<file path="config.mk">
export PLATFORM = sky130hd
export DESIGN_NAME = gin_xbus
export DESIGN_NICKNAME = d
export VERILOG_FILES = /design/src/rtl/gin_xbus.sv
export SDC_FILE = /design/constraint.sdc
export NUM_CORES = 1
export LEC_CHECK = 0
export BUFFER_PORTS_ARGS = -buffer_cell sky130_fd_sc_hd__buf_4
export CORE_AREA = 2 2 94 96
export CTS_CLUSTER_DIAMETER = 120
export DETAILED_ROUTE_END_ITERATION = 7
export DIE_AREA = 0 0 96 98
export GPL_ROUTABILITY_DRIVEN = 0
export GPL_TIMING_DRIVEN = 0
export HOLD_SLACK_MARGIN = 0.05
export PLACE_DENSITY = 0.73
export SYNTH_ARGS = -nofsm -noshare
export SYNTH_HDL_FRONTEND = slang
export SYNTH_SLANG_ARGS = --single-unit
</file>
<file path="constraint.sdc">
create_clock -name clk -period 2.4 [get_ports clk]
set_input_delay 0.72 -clock clk [delete_from_list [all_inputs] [get_ports clk]]
set_output_delay 0.72 -clock clk [all_outputs]
set_load 0.03 [all_outputs]
</file>
<file path="src/rtl/gin_xbus.sv">
// rtl/gin_xbus.sv - GIN row-bus receiver: tag-matched multicast of one buffered word to PE slaves

`ifndef NUMS_PE_COL
`define NUMS_PE_COL 8
`endif
`ifndef XID_BITS
`define XID_BITS 4
`endif
`ifndef DATA_BITS
`define DATA_BITS 32
`endif

module gin_xbus #(
    parameter int NUMS_SLAVE = `NUMS_PE_COL,
    parameter int ID_SIZE    = `XID_BITS,
    parameter int DATA_SIZE  = `DATA_BITS
) (
    input  logic                  clk,
    input  logic                  rst,
    input  logic                  set_id,
    input  logic [ID_SIZE-1:0]    id_scan_in,
    output logic [ID_SIZE-1:0]    id_scan_out,
    input  logic [ID_SIZE-1:0]    tag,
    input  logic                  master_valid,
    output logic                  master_ready,
    input  logic [DATA_SIZE-1:0]  master_data,
    output logic [NUMS_SLAVE-1:0] slave_valid,
    input  logic [NUMS_SLAVE-1:0] slave_ready,
    output logic [DATA_SIZE-1:0]  slave_data
);

    typedef enum logic {
        IDLE  = 1'b0,
        BCAST = 1'b1
    } state_t;

    state_t                state;
    state_t                state_next;

    logic [ID_SIZE-1:0]    id [NUMS_SLAVE];
    logic [NUMS_SLAVE-1:0] match;
    logic [NUMS_SLAVE-1:0] pending;
    logic [NUMS_SLAVE-1:0] remain;
    logic [DATA_SIZE-1:0]  data_q;
    logic [ID_SIZE-1:0]    tag_q;
    logic                  accept;

    // ID scan chain: slot 0 takes the scan input, every other slot takes its lower neighbour
    always_ff @(posedge clk or negedge rst) begin
        if (!rst) begin
            for (int i = 0; i < NUMS_SLAVE; i++) begin
                id[i] <= '0;
            end
        end else if (set_id) begin
            id[0] <= id_scan_in;
            for (int i = 1; i < NUMS_SLAVE; i++) begin
                id[i] <= id[i-1];
            end
        end
    end

    assign id_scan_out = id[NUMS_SLAVE-1];

    // Per-slot tag match on the full ID width; duplicates simply multicast
    always_comb begin
        match = '0;
        for (int i = 0; i < NUMS_SLAVE; i++) begin
            match[i] = (id[i] == tag);
        end
    end

    assign accept = master_valid && master_ready;

    // Slots still owed the word after this cycle's acceptances
    assign remain = pending & ~slave_ready;

    // State register
    always_ff @(posedge clk or negedge rst) begin
        if (!rst) begin
            state <= IDLE;
        end else begin
            state <= state_next;
        end
    end

    // Next-state logic: a word with no matching slot is swallowed without leaving IDLE
    always_comb begin
        state_next = state;
        case (state)
            IDLE: begin
                if (accept && (match != '0)) begin
                    state_next = BCAST;
                end
            end
            BCAST: begin
                if (remain == '0) begin
                    state_next = IDLE;
                end
            end
            default: state_next = IDLE;
        endcase
    end

    // Output logic: ready depends only on state, scan enable and reset, never on master_valid
    always_comb begin
        master_ready = 1'b0;
        slave_valid  = '0;
        case (state)
            IDLE:    master_ready = !set_id && rst;
            BCAST:   slave_valid  = pending;
            default: begin
                master_ready = 1'b0;
                slave_valid  = '0;
            end
        endcase
    end

    // One-entry word buffer and per-slot delivery mask
    always_ff @(posedge clk or negedge rst) begin
        if (!rst) begin
            data_q  <= '0;
            tag_q   <= '0;
            pending <= '0;
        end else begin
            case (state)
                IDLE: begin
                    if (accept) begin
                        data_q  <= master_data;
                        tag_q   <= tag;
                        pending <= match;
                    end
                end
                BCAST: begin
                    pending <= remain;
                end
                default: pending <= '0;
            endcase
        end
    end

    // Shared payload holds its last value outside a broadcast; consumers qualify with slave_valid
    assign slave_data = data_q;

    // The latched word and tag must not move while a broadcast is in flight
    hold_during_bcast: assert property (
        @(posedge clk) disable iff (!rst)
        (state == BCAST) |=> ((state == IDLE) || ($stable(tag_q) && $stable(data_q)))
    );

endmodule

</file>
# After elaboration in Yosys (flattened, before gate mapping)
# Index checks and enable logic that the tools add are counted.
# W data, S select, Z words.
[classes]
bitwise_logic = 3
eq_ne = 9
reduce_logical = 7
n_mux = 7
[op_table]
columns = ["cell", "count"]
rows = [
  ["$eq A4 B4 Y1", 8],
  ["$mux W8", 2],
  ["$pmux W8 S2", 1],
  ["$and A8 B8 Y8", 1],
  ["$logic_not A8 Y1", 1],
  ["$not A8 Y8", 1],
  ["$reduce_bool A8 Y1", 1],
  ["$logic_and A1 B1 Y1", 3],
  ["$mux W1", 3],
  ["$ne A2 B2 Y1 const B", 1],
  ["$pmux W1 S2", 1],
  ["$reduce_and A2 Y1", 1],
  ["$logic_not A1 Y1", 1],
  ["$not A1 Y1", 1],
]
[totals]
output_inout_bits = 45
reg_bits = 73

# Longest topological paths before layout
# Gate-level depths: netlist (run 1).
[logic_depth]
word_depth = 7
mapped_depth = 7
ltp_nobuf = 5

# Worst setup path after synthesis (run 1)
# Ideal clock, no wire load.
[synth_path]
path_kind = "input to output"
from = "in set_id"
to = "out master_ready"
path_stages = 2
arrival_ns = 1.247
slack_ns = 0.433
required_time_ns = 1.680
cell_sequence = "buf_2 > nor3b_4"
[synth_via]
elab_chain_cells = 3
[synth_rtl]
columns = ["item", "line", "rtl"]
rows = [
  ["start: declaration", "20", "input logic set_id,"],
  ["$logic_not A1 Y1", "109", "IDLE: master_ready = !set_id && rst;"],
  ["$logic_and A1 B1 Y1", "109", ""],
  ["$mux W1", "108", "case (state)"],
  ["end: declaration", "25", "output logic master_ready,"],
]
# Every way passes these cells.

# Final worst setup path (run 1)
[layout_path]
from = "in rst"
to = "out master_ready"
[layout_via]
elab_chain_cells = 2
[layout_rtl]
columns = ["item", "line", "rtl"]
rows = [
  ["start: declaration", "19", "input logic rst,"],
  ["$logic_and A1 B1 Y1", "109", ""],
  ["$mux W1", "108", ""],
]
# Every way passes these cells.

==> flow_metrics.env, run 1 <==
export IMPL_grt_usage=0.158
export IMPL_vias=2487
export IMPL_fin_worst_skew_ns=0.00686
export IMPL_synth_cell_types=20
export IMPL_fin_hold_ws_ns=0.279
export IMPL_drv_slew=0
export IMPL_ios=97
export IMPL_clkTransAtPathRegs_ns=0.08
export IMPL_worst_slack_ns=0.111
export IMPL_seq_area_frac_synth=0.552
export IMPL_synth_top_area_share=0.552
export IMPL_area_growth_pct=30.6
export IMPL_synthTopCellsByCount="102 x nand2_1, 73 x dfrtp_1, 32 x mux2_2, 32 x xnor2_1, 11 x inv_1"
export IMPL_synth_warning_count=0
export IMPL_synth_flop_cell="dfrtp_1"
export IMPL_rows=34
export IMPL_final_hold_violation_count=0
export IMPL_grt_first_pass_wirelength_mm=11.4
export IMPL_start_kind="input pin"
export IMPL_min_path_type="input pin to asynchronous set/reset pin"
export IMPL_gr_total_overflow=0
export IMPL_drc=0
export IMPL_cp_slowest_stage_delay_ns=0.31
export IMPL_power_frac_seq=0.441
export IMPL_fmax_mhz=437
export IMPL_dieArea_um2=9410
export IMPL_cp_slowest_cell="buf_12"
export IMPL_antenna_found_initial=0
export IMPL_p_sw_uw=1390
export IMPL_wl_met2_mm=3.42
export IMPL_cp_max_fo=74
export IMPL_dpl_worst_slack_ns=-0.384
export IMPL_reg2reg_slack_ns=0.89
export IMPL_arrival_ns=1.57
export IMPL_finalWirelength_mm=7.26
export IMPL_required_ns=1.68
export IMPL_grt_max_degree=75
export IMPL_r2r_start="state$_DFF_PN0_"
export IMPL_cp_end_kind="output port"
export IMPL_dpl_hpwl_mm=5.35
export IMPL_clk_latency_ns=0.35
export IMPL_dpl_cell_area_um2=4130
export IMPL_synth_edf_count=0
export IMPL_ant_nets=0
export IMPL_grt_pass1_vias=2382
export IMPL_cp_cell_sequence="buf_12, nor3b_4, buf_4"
export IMPL_grt_setup_unrepaired="false"
export IMPL_async_reset_ff_frac=1.00
export IMPL_dieWidth_um=96
export IMPL_netlist_area_um2=3310
export IMPL_wl_met1_mm=3.29
export IMPL_drtIter0Drc=61
export IMPL_design_area_um2=4320
export IMPL_nets=470
export IMPL_fin_crit_sh=0.954
export IMPL_cap_viol_max_count=0
export IMPL_initial_core_util=0.391
export IMPL_post_cts_setup_buffers=0
export IMPL_setup_tns_ns=0
export IMPL_highest_layer="met4"
export IMPL_finalSetupViolCount=0
export IMPL_pwr_share_comb=0.337
export IMPL_fillCellCount=793
export IMPL_setup_worst_path_class="input pin to output port"
export IMPL_cts_buffer_depth=2
export IMPL_finalCriticalPeriod_ns=2.29
export IMPL_status="complete, no violations"
export IMPL_synth_most_common_cell="nand2_1"
export IMPL_syn_inst=316
export IMPL_power_density_nw_per_um2=920
export IMPL_portBuffers=91
export IMPL_reg2reg_depth=6
export IMPL_numCtsBuffers=9
export IMPL_syn_num_nets=368
export IMPL_sw_frac_of_total=0.351
export IMPL_fp_coreArea_um2=8470
export IMPL_htreeDepth=3
export IMPL_cts_tree="done"
export IMPL_synth_largest_area_cell="dfrtp_1"
export IMPL_drive_gt1_frac=0.376
export IMPL_irDropWorstVdd_mv=0.472
export IMPL_cts_root_buf="clkbuf_8"
export IMPL_synth_area_per_cell_um2=10.5
export IMPL_first_pass_iters=4
export IMPL_cts_sinks=73
export IMPL_seqCellArea_um2=1830
export IMPL_reg2reg_to="slave_data[21]$_DFFE_PN0P_"
export IMPL_synth_area_top_cells="dfrtp_1 55%, nand2_1 12%, mux2_2 11%"
export IMPL_vias_per_cell=4.68
export IMPL_p_leak_uw=0.00210
export IMPL_wire_per_inst_um=13.7
export IMPL_internal_power_uw=2580
export IMPL_dr_wl_met3_um=455
export IMPL_die_h_um=98
export IMPL_diodes=0
export IMPL_max_slew_worst_pin_slew_ns=0.437
export IMPL_multi_input_area_um2=1300
export IMPL_ys_ff_latch=73
export IMPL_p_clk_frac=0.223
export IMPL_max_slew_margin=0.709
worst max path at each step:
stage	startpoint	end	slack, ns
2_1_floorplan	set_id	master_ready	0.43
3_3_place_gp	rst	master_ready	-0.37
3_5_place_dp	rst	master_ready	-0.38
4_1_cts	rst	master_ready	0.09
5_1_grt	state$_DFF_PN0_	slave_valid[4]	0.01
6_report	rst	master_ready	0.11
kinds of logic after synthesis:
group	synth area share
buf+inv	0.0556
mux	0.109
flops	0.552
compound gates	0.0295
simple gates	0.169
xor+xnor	0.0848
sequential cells by signal, indices dropped and copies added, names as in the netlist:
register	count
id_scan_out	4
pending	8
state	1
slave_data	32
id	28
what timing repair did:
item	CTS	global route
endpoints found under the setup margin	1	0
resized for setup	3	0
hold buffers	0	0
placed cells by master (no fill, tap or decap):
master	instances
nand2_1	102
buf_4	95
dfrtp_1	73
xnor2_1	32
mux2_2	32
inv_1	11
clkbuf_8	11
nand4_1	10
and2_1	9
buf_2	9
o22ai_1	7
clkbuf_1	5
nand3_1	5
o21ai_1	5
buf_6	4
a21oi_1	3
clkinvlp_4	3
nor3b_4	1
o21ai_0	1
o41ai_1	1
nand2_2	1
nor2_2	1
clkinv_2	1
buf_12	1
per-layer routing:
metal  GRT usage  vias up
met1       0.205     1183
li1            -     1214
met3      0.0386       10
met5           0        -
met2       0.259       80
met4      0.0495        0
worst max-delay path: cells and delay by family:
family,cells,cell delay [ns]
simple gates,1,0.30
buf+inv,2,0.51
per-stage QoR:
| stage | utilization | total power (uW) | cells |
|---|---|---|---|
| final | 0.510 | 3970 | 531 |
| after global routing | 0.510 | 4220 | 531 |
| after CTS | 0.510 | 4020 | 531 |
| after detailed placement | 0.487 | 3130 | 515 |
| after global placement | 0.487 | 3080 | 515 |
| after floorplan | - | 2630 | 316 |
power by group through the flow:
stage               Combinational, uW  Sequential [uW]  Clock [uW]
CTS                              1350             1760         913
global route                     1460             1790         968
floorplan                         634             1990           0
global placement                 1320             1760           0
detailed placement               1350             1780           0
finish                           1340             1750         885
area by class of cell:
class,instances,area share
Buffer,22,0.0330
Clock buffer,12,0.0359
Clock inverter,4,0.00637
Inverter,11,0.00956
Multi-Input combinational cell,210,0.300
Sequential cell,73,0.423
Tap cell,108,0.0313
Timing Repair Buffer,91,0.161
(Power assumes the default switching activity.)
==> run 2, diff against run 1 <==
ABC_AREA = 1   (was default)
CORE_AREA = 2 2 98 100   (was 2 2 94 96)
CTS_CLUSTER_DIAMETER = 80   (was 120)
DIE_AREA = 0 0 100 102   (was 0 0 96 98)
PLACE_DENSITY = 0.71   (was 0.73)
==> run 2 against run 1 <==
Wire length up 17%. Sequential power shrank 8%. Non-clock buffer count increased by 2. Clock skew fell by 0.0014 ns. Final area grew 6.3%. Area after synthesis grew 7.0%. First-iteration DRC count rose to 2.6 times the previous value. Global-route usage up 1.3 points. Critical path depth is the same. Fmax shrank 0.13%. Largest power group unchanged.
==> flow_metrics.env, run 2 <==
export IMPL_nets=628
export IMPL_start_kind="input pin"
export IMPL_synth_most_common_cell="nand2_1"
export IMPL_dpl_hpwl_mm=6.05
export IMPL_seq_area_frac_synth=0.516
export IMPL_netlist_area_um2=3540
export IMPL_finalSetupViolCount=0
export IMPL_synth_top_area_share=0.516
export IMPL_async_reset_ff_frac=1.00
export IMPL_antenna_found_initial=0
export IMPL_fin_hold_ws_ns=0.253
export IMPL_cts_sinks=73
export IMPL_synth_warning_count=0
export IMPL_clkTransAtPathRegs_ns=0.08
export IMPL_layout_common_cells="250 x nand2_1, 97 x buf_4, 73 x dfrtp_1"
export IMPL_grt_pass1_vias=2966
export IMPL_cts_root_buf="clkbuf_8"
export IMPL_fmax_mhz=436
export IMPL_diodes=0
export IMPL_grt_usage=0.171
export IMPL_cp_max_fo=74
export IMPL_clk_latency_ns=0.35
export IMPL_finalWirelength_mm=8.47
export IMPL_reg2reg_slack_ns=1.12
export IMPL_ys_ff_latch=73
export IMPL_initial_core_util=0.388
export IMPL_syn_num_nets=526
export IMPL_ctsResizeCount=3
export IMPL_max_slew_worst_pin_slew_ns=0.611
export IMPL_p_leak_uw=0.00260
export IMPL_synth_edf_count=0
export IMPL_synth_cell_types=20
export IMPL_drv_slew=0
export IMPL_fin_crit_sh=0.955
export IMPL_portBuffers=91
export IMPL_synth_largest_area_cell="dfrtp_1"
export IMPL_reg2reg_to="slave_data[23]$_DFFE_PN0P_"
export IMPL_first_pass_iters=5
export IMPL_wire_per_inst_um=12.2
export IMPL_cts_tree="done"
export IMPL_largest_reg_flops=32
export IMPL_cap_viol_max_count=0
export IMPL_htreeDepth=3
export IMPL_ios=97
export IMPL_finalCriticalPeriod_ns=2.29
export IMPL_fin_worst_skew_ns=0.00545
export IMPL_grt_setup_unrepaired="false"
export IMPL_fp_coreArea_um2=9110
export IMPL_drtIter0Drc=159
export IMPL_drc=0
export IMPL_required_ns=1.68
export IMPL_area_growth_pct=29.8
export IMPL_syn_inst=474
export IMPL_rows=35
export IMPL_die_h_um=102
export IMPL_power_uw=3830
export IMPL_power_density_nw_per_um2=833
export IMPL_dpl_cell_area_um2=4360
export IMPL_status="complete, no violations"
export IMPL_cts_hold_buf=0
export IMPL_ant_nets=0
export IMPL_synth_area_top_cells="dfrtp_1 52%, nand2_1 27%, inv_1 5.4%"
export IMPL_cts_buffer_depth=2
export IMPL_vias_per_cell=4.64
export IMPL_dieWidth_um=100
export IMPL_synthTopCellsByCount="250 x nand2_1, 73 x dfrtp_1, 51 x inv_1"
export IMPL_post_cts_setup_buffers=0
export IMPL_drive_gt1_frac=0.217
export IMPL_r2r_start="state$_DFF_PN0_"
export IMPL_cp_end_kind="output port"
export IMPL_numCtsBuffers=9
export IMPL_grt_first_pass_wirelength_mm=13.9
export IMPL_design_area_um2=4590
export IMPL_irDropWorstVdd_mv=0.281
export IMPL_dieArea_um2=10200
export IMPL_fin_util=0.504
export IMPL_setup_worst_path_class="input pin to output port"
export IMPL_min_path_type="input pin to asynchronous set/reset pin"
export IMPL_setup_tns_ns=0
export IMPL_grt_max_degree=75
export IMPL_final_common_cell="nand2_1"
export IMPL_vias=3213
export IMPL_synth_area_per_cell_um2=7.46
export IMPL_arrival_ns=1.57
export IMPL_max_slew_margin=0.593
export IMPL_synth_flop_cell="dfrtp_1"
export IMPL_reg2reg_depth=6
export IMPL_final_hold_violation_count=0
export IMPL_gr_total_overflow=0
[run 2: cell types whose count changed after synthesis, sizes merged, moves of 4 or more]
cell | before | now
mux2 | 32 | 0
nand2 | 103 | 251
and2 | 9 | 0
xnor2 | 32 | 0
nor2 | 1 | 19
inv | 11 | 52
o22ai | 7 | 0
o21ai | 6 | 37
nand4 | 10 | 0
o211ai | 0 | 4
[run 2: worst max path at each step]
stage | from | to | slack (ns) | depth (start not counted)
3_5_place_dp | rst | master_ready | -0.37 | 3
2_1_floorplan | set_id | master_ready | 0.47 | 2
3_3_place_gp | rst | master_ready | -0.36 | 3
4_1_cts | rst | master_ready | 0.11 | 3
5_1_grt | rst | master_ready | 0.03 | 3
6_report | rst | master_ready | 0.11 | 3
[run 2: kinds of logic after synthesis]
family / count (synthesis) / share of synthesized area
flops: 73 / 0.516
simple gates: 275 / 0.298
xor+xnor: 1 / 0.00248
compound gates: 48 / 0.0761
buf+inv: 77 / 0.107
[run 2: final cells by class]
cell class              count  area [um^2]
flip-flops and latches     73         1830
inverters                  53          199
multi-input cells         324         1330
fillers                   903         4520
repair buffers             91          696
clock buffers              11          141
clock inverters             5         78.8
plain buffers              24          179
well taps                 111          139
[run 2: where the power goes]
| group | switching (uW) | total [uW] | internal, uW |
|---|---|---|---|
| logic | 708 | 1150 | 440 |
| registers | 150 | 1610 | 1460 |
| clock network | 455 | 1070 | 613 |
| total | 1310 | 3830 | 2510 |
[run 2: metrics by stage]
stage / std cells / worst slack, ns
2_1_floorplan: 474 / 0.473
3_3_place_gp: 676 / -0.361
3_5_place_dp: 676 / -0.367
4_1_cts: 692 / 0.112
5_1_grt: 692 / 0.0263
6_report: 692 / 0.108
[run 2: critical path, cell delays in order]
cell,delay (ns)
buf_12,0.29
nor3b_4,0.28
buf_4,0.20
[run 2: per-layer routing]
layer,wire length [um],up-vias,part of all wire,GRT usage
li1,-,1633,-,-
met1,3930,1459,0.46,0.233
met2,3880,112,0.46,0.274
met3,566,9,0.067,0.0397
met4,90,0,0.011,0.0527
met5,0,-,0,0
==> run 3, diff against run 2 <==
GPL_TIMING_DRIVEN = default   (was 0)
==> run 3 against run 2 <==
Combinational power shrank 5%. Worst setup slack better by 0.22 ns. Largest power group unchanged. Core utilization down 1.3 points. Count of clock-buffer cells in the layout decreased by 1. Non-clock buffer count fell by 15. Clock power about the same. Critical path depth decreased by 1. Fmax increased by 10%. Cell count is 2.2% lower. Wire length is 7.6% lower. Global-route usage fell by 1.4 points. Largest cell class unchanged.
==> flow_metrics.env, run 3 (synthesized netlist as in run 2, its figures left out) <==
export IMPL_max_slew_margin=0.394
export IMPL_area_growth_pct=26.5
export IMPL_nets=613
export IMPL_layout_common_cells="250 x nand2_1, 100 x buf_4, 73 x dfrtp_1"
export IMPL_fillCellCount=881
export IMPL_setup_worst_path_class="register to output port"
export IMPL_dieWidth_um=100
export IMPL_portBuffers=96
export IMPL_drive_gt1_frac=0.210
export IMPL_grt_setup_unrepaired="false"
export IMPL_grt_max_degree=74
export IMPL_sw_frac_of_total=0.341
export IMPL_finalCriticalPeriod_ns=2.08
export IMPL_clk_latency_ns=0.35
export IMPL_multi_input_area_um2=1330
export IMPL_die_h_um=102
export IMPL_grt_usage=0.157
export IMPL_vias=3124
export IMPL_status="complete, no violations"
export IMPL_final_hold_violation_count=0
export IMPL_dpl_worst_slack_ns=0.418
export IMPL_ctsResizeCount=0
export IMPL_cts_buffer_depth=2
export IMPL_min_path_type="register to register"
export IMPL_p_sw_uw=1290
export IMPL_drv_slew=0
export IMPL_diodes=0
export IMPL_gr_total_overflow=0
export IMPL_start_kind="register"
export IMPL_cp_end_kind="output port"
export IMPL_cts_sinks=73
export IMPL_cap_viol_max_count=0
export IMPL_grt_first_pass_wirelength_mm=12.8
export IMPL_finalWirelength_mm=7.82
export IMPL_arrival_ns=1.36
export IMPL_rows=35
export IMPL_largest_reg_flops=32
export IMPL_fin_util=0.491
export IMPL_seqCellArea_um2=1830
export IMPL_pwr_share_comb=0.289
export IMPL_power_uw=3780
export IMPL_drc=0
export IMPL_power_density_nw_per_um2=845
export IMPL_fin_worst_skew_ns=0.0109
export IMPL_p_clk_frac=0.284
export IMPL_worst_slack_ns=0.324
export IMPL_fmax_mhz=482
export IMPL_setup_tns_ns=0
export IMPL_clkTransAtPathRegs_ns=0.07
export IMPL_cts_hold_buf=0
export IMPL_first_pass_iters=4
export IMPL_fp_coreArea_um2=9110
export IMPL_p_leak_uw=0.00254
export IMPL_cts_root_buf="clkbuf_8"
export IMPL_cp_max_fo=12
export IMPL_dieArea_um2=10200
export IMPL_numCtsBuffers=9
export IMPL_required_ns=1.68
export IMPL_max_slew_worst_pin_slew_ns=0.909
export IMPL_htreeDepth=3
export IMPL_final_common_cell="nand2_1"
export IMPL_grt_pass1_vias=2839
export IMPL_post_cts_setup_buffers=0
export IMPL_vias_per_cell=4.61
export IMPL_fin_crit_sh=0.865
export IMPL_internal_power_uw=2490
export IMPL_dpl_hpwl_mm=5.62
export IMPL_ant_nets=0
export IMPL_hold_depth=2
export IMPL_power_frac_seq=0.427
export IMPL_finalSetupViolCount=0
export IMPL_wire_per_inst_um=11.6
export IMPL_antenna_found_initial=0
export IMPL_reg2reg_depth=6
export IMPL_drtIter0Drc=122
export IMPL_ios=97
export IMPL_cts_tree="done"
export IMPL_initial_core_util=0.388
export IMPL_irDropWorstVdd_mv=0.270
==> run 3: cell count changes in the layout (fill, tap and decap cells not counted) <==
cell	previous run	this run
buf_2	2	0
buf_12	1	0
inv_6	0	1
buf_4	97	100
clkinvlp_4	0	1
clkbuf_1	8	0
clkinv_2	2	1
buf_6	8	0
==> run 3: cell type report <==
class | count | share of cell area
inverter | 53 | 0.0445
multi-input combinational | 324 | 0.298
sequential | 73 | 0.408
tap | 111 | 0.0310
clock buffer | 10 | 0.0308
timing repair buffer | 100 | 0.168
clock inverter | 6 | 0.0201
==> run 3: per-layer routing <==
layer	up-vias	share of wire	track usage
li1	1603	-	-
met1	1413	0.47	0.209
met2	102	0.45	0.250
met3	6	0.067	0.0404
met4	0	0.0098	0.0569
met5	-	0	0
==> run 3: critical path, stage by stage (launching register included) <==
cell     delay, ns
dfrtp_1       0.53
nor3b_4       0.28
buf_4         0.20
==> run 3: worst paths after layout <==
kind	startpoint	end	slack, ns
min in group asynchronous	rst	slave_data[14]$_DFFE_PN0P_	0.63
min	slave_data[18]$_DFFE_PN0P_	slave_data[18]$_DFFE_PN0P_	0.48
min reg2reg	slave_data[18]$_DFFE_PN0P_	slave_data[18]$_DFFE_PN0P_	0.48
max	state$_DFF_PN0_	master_ready	0.32
max in group asynchronous	rst	id[27]$_DFFE_PN0P_	1.18
max reg2reg	state$_DFF_PN0_	slave_data[11]$_DFFE_PN0P_	0.67
==> run 3: per-stage QoR <==
stage	hold slack [ns]	cell area, um^2	std cells
3_3_place_gp	0.463	4250	661
2_1_floorplan	0.424	3540	474
6_report	0.480	4480	677
4_1_cts	0.486	4480	677
3_5_place_dp	0.466	4250	661
5_1_grt	0.503	4480	677
==> run 3: power by group through the flow <==
stage	sequential [uW]	clock, uW	combinational, uW
after floorplan	1880	0	447
after global placement	1630	0	1090
after detailed placement	1640	0	1100
after CTS	1620	1110	1110
after global routing	1640	1160	1210
final	1620	1070	1090
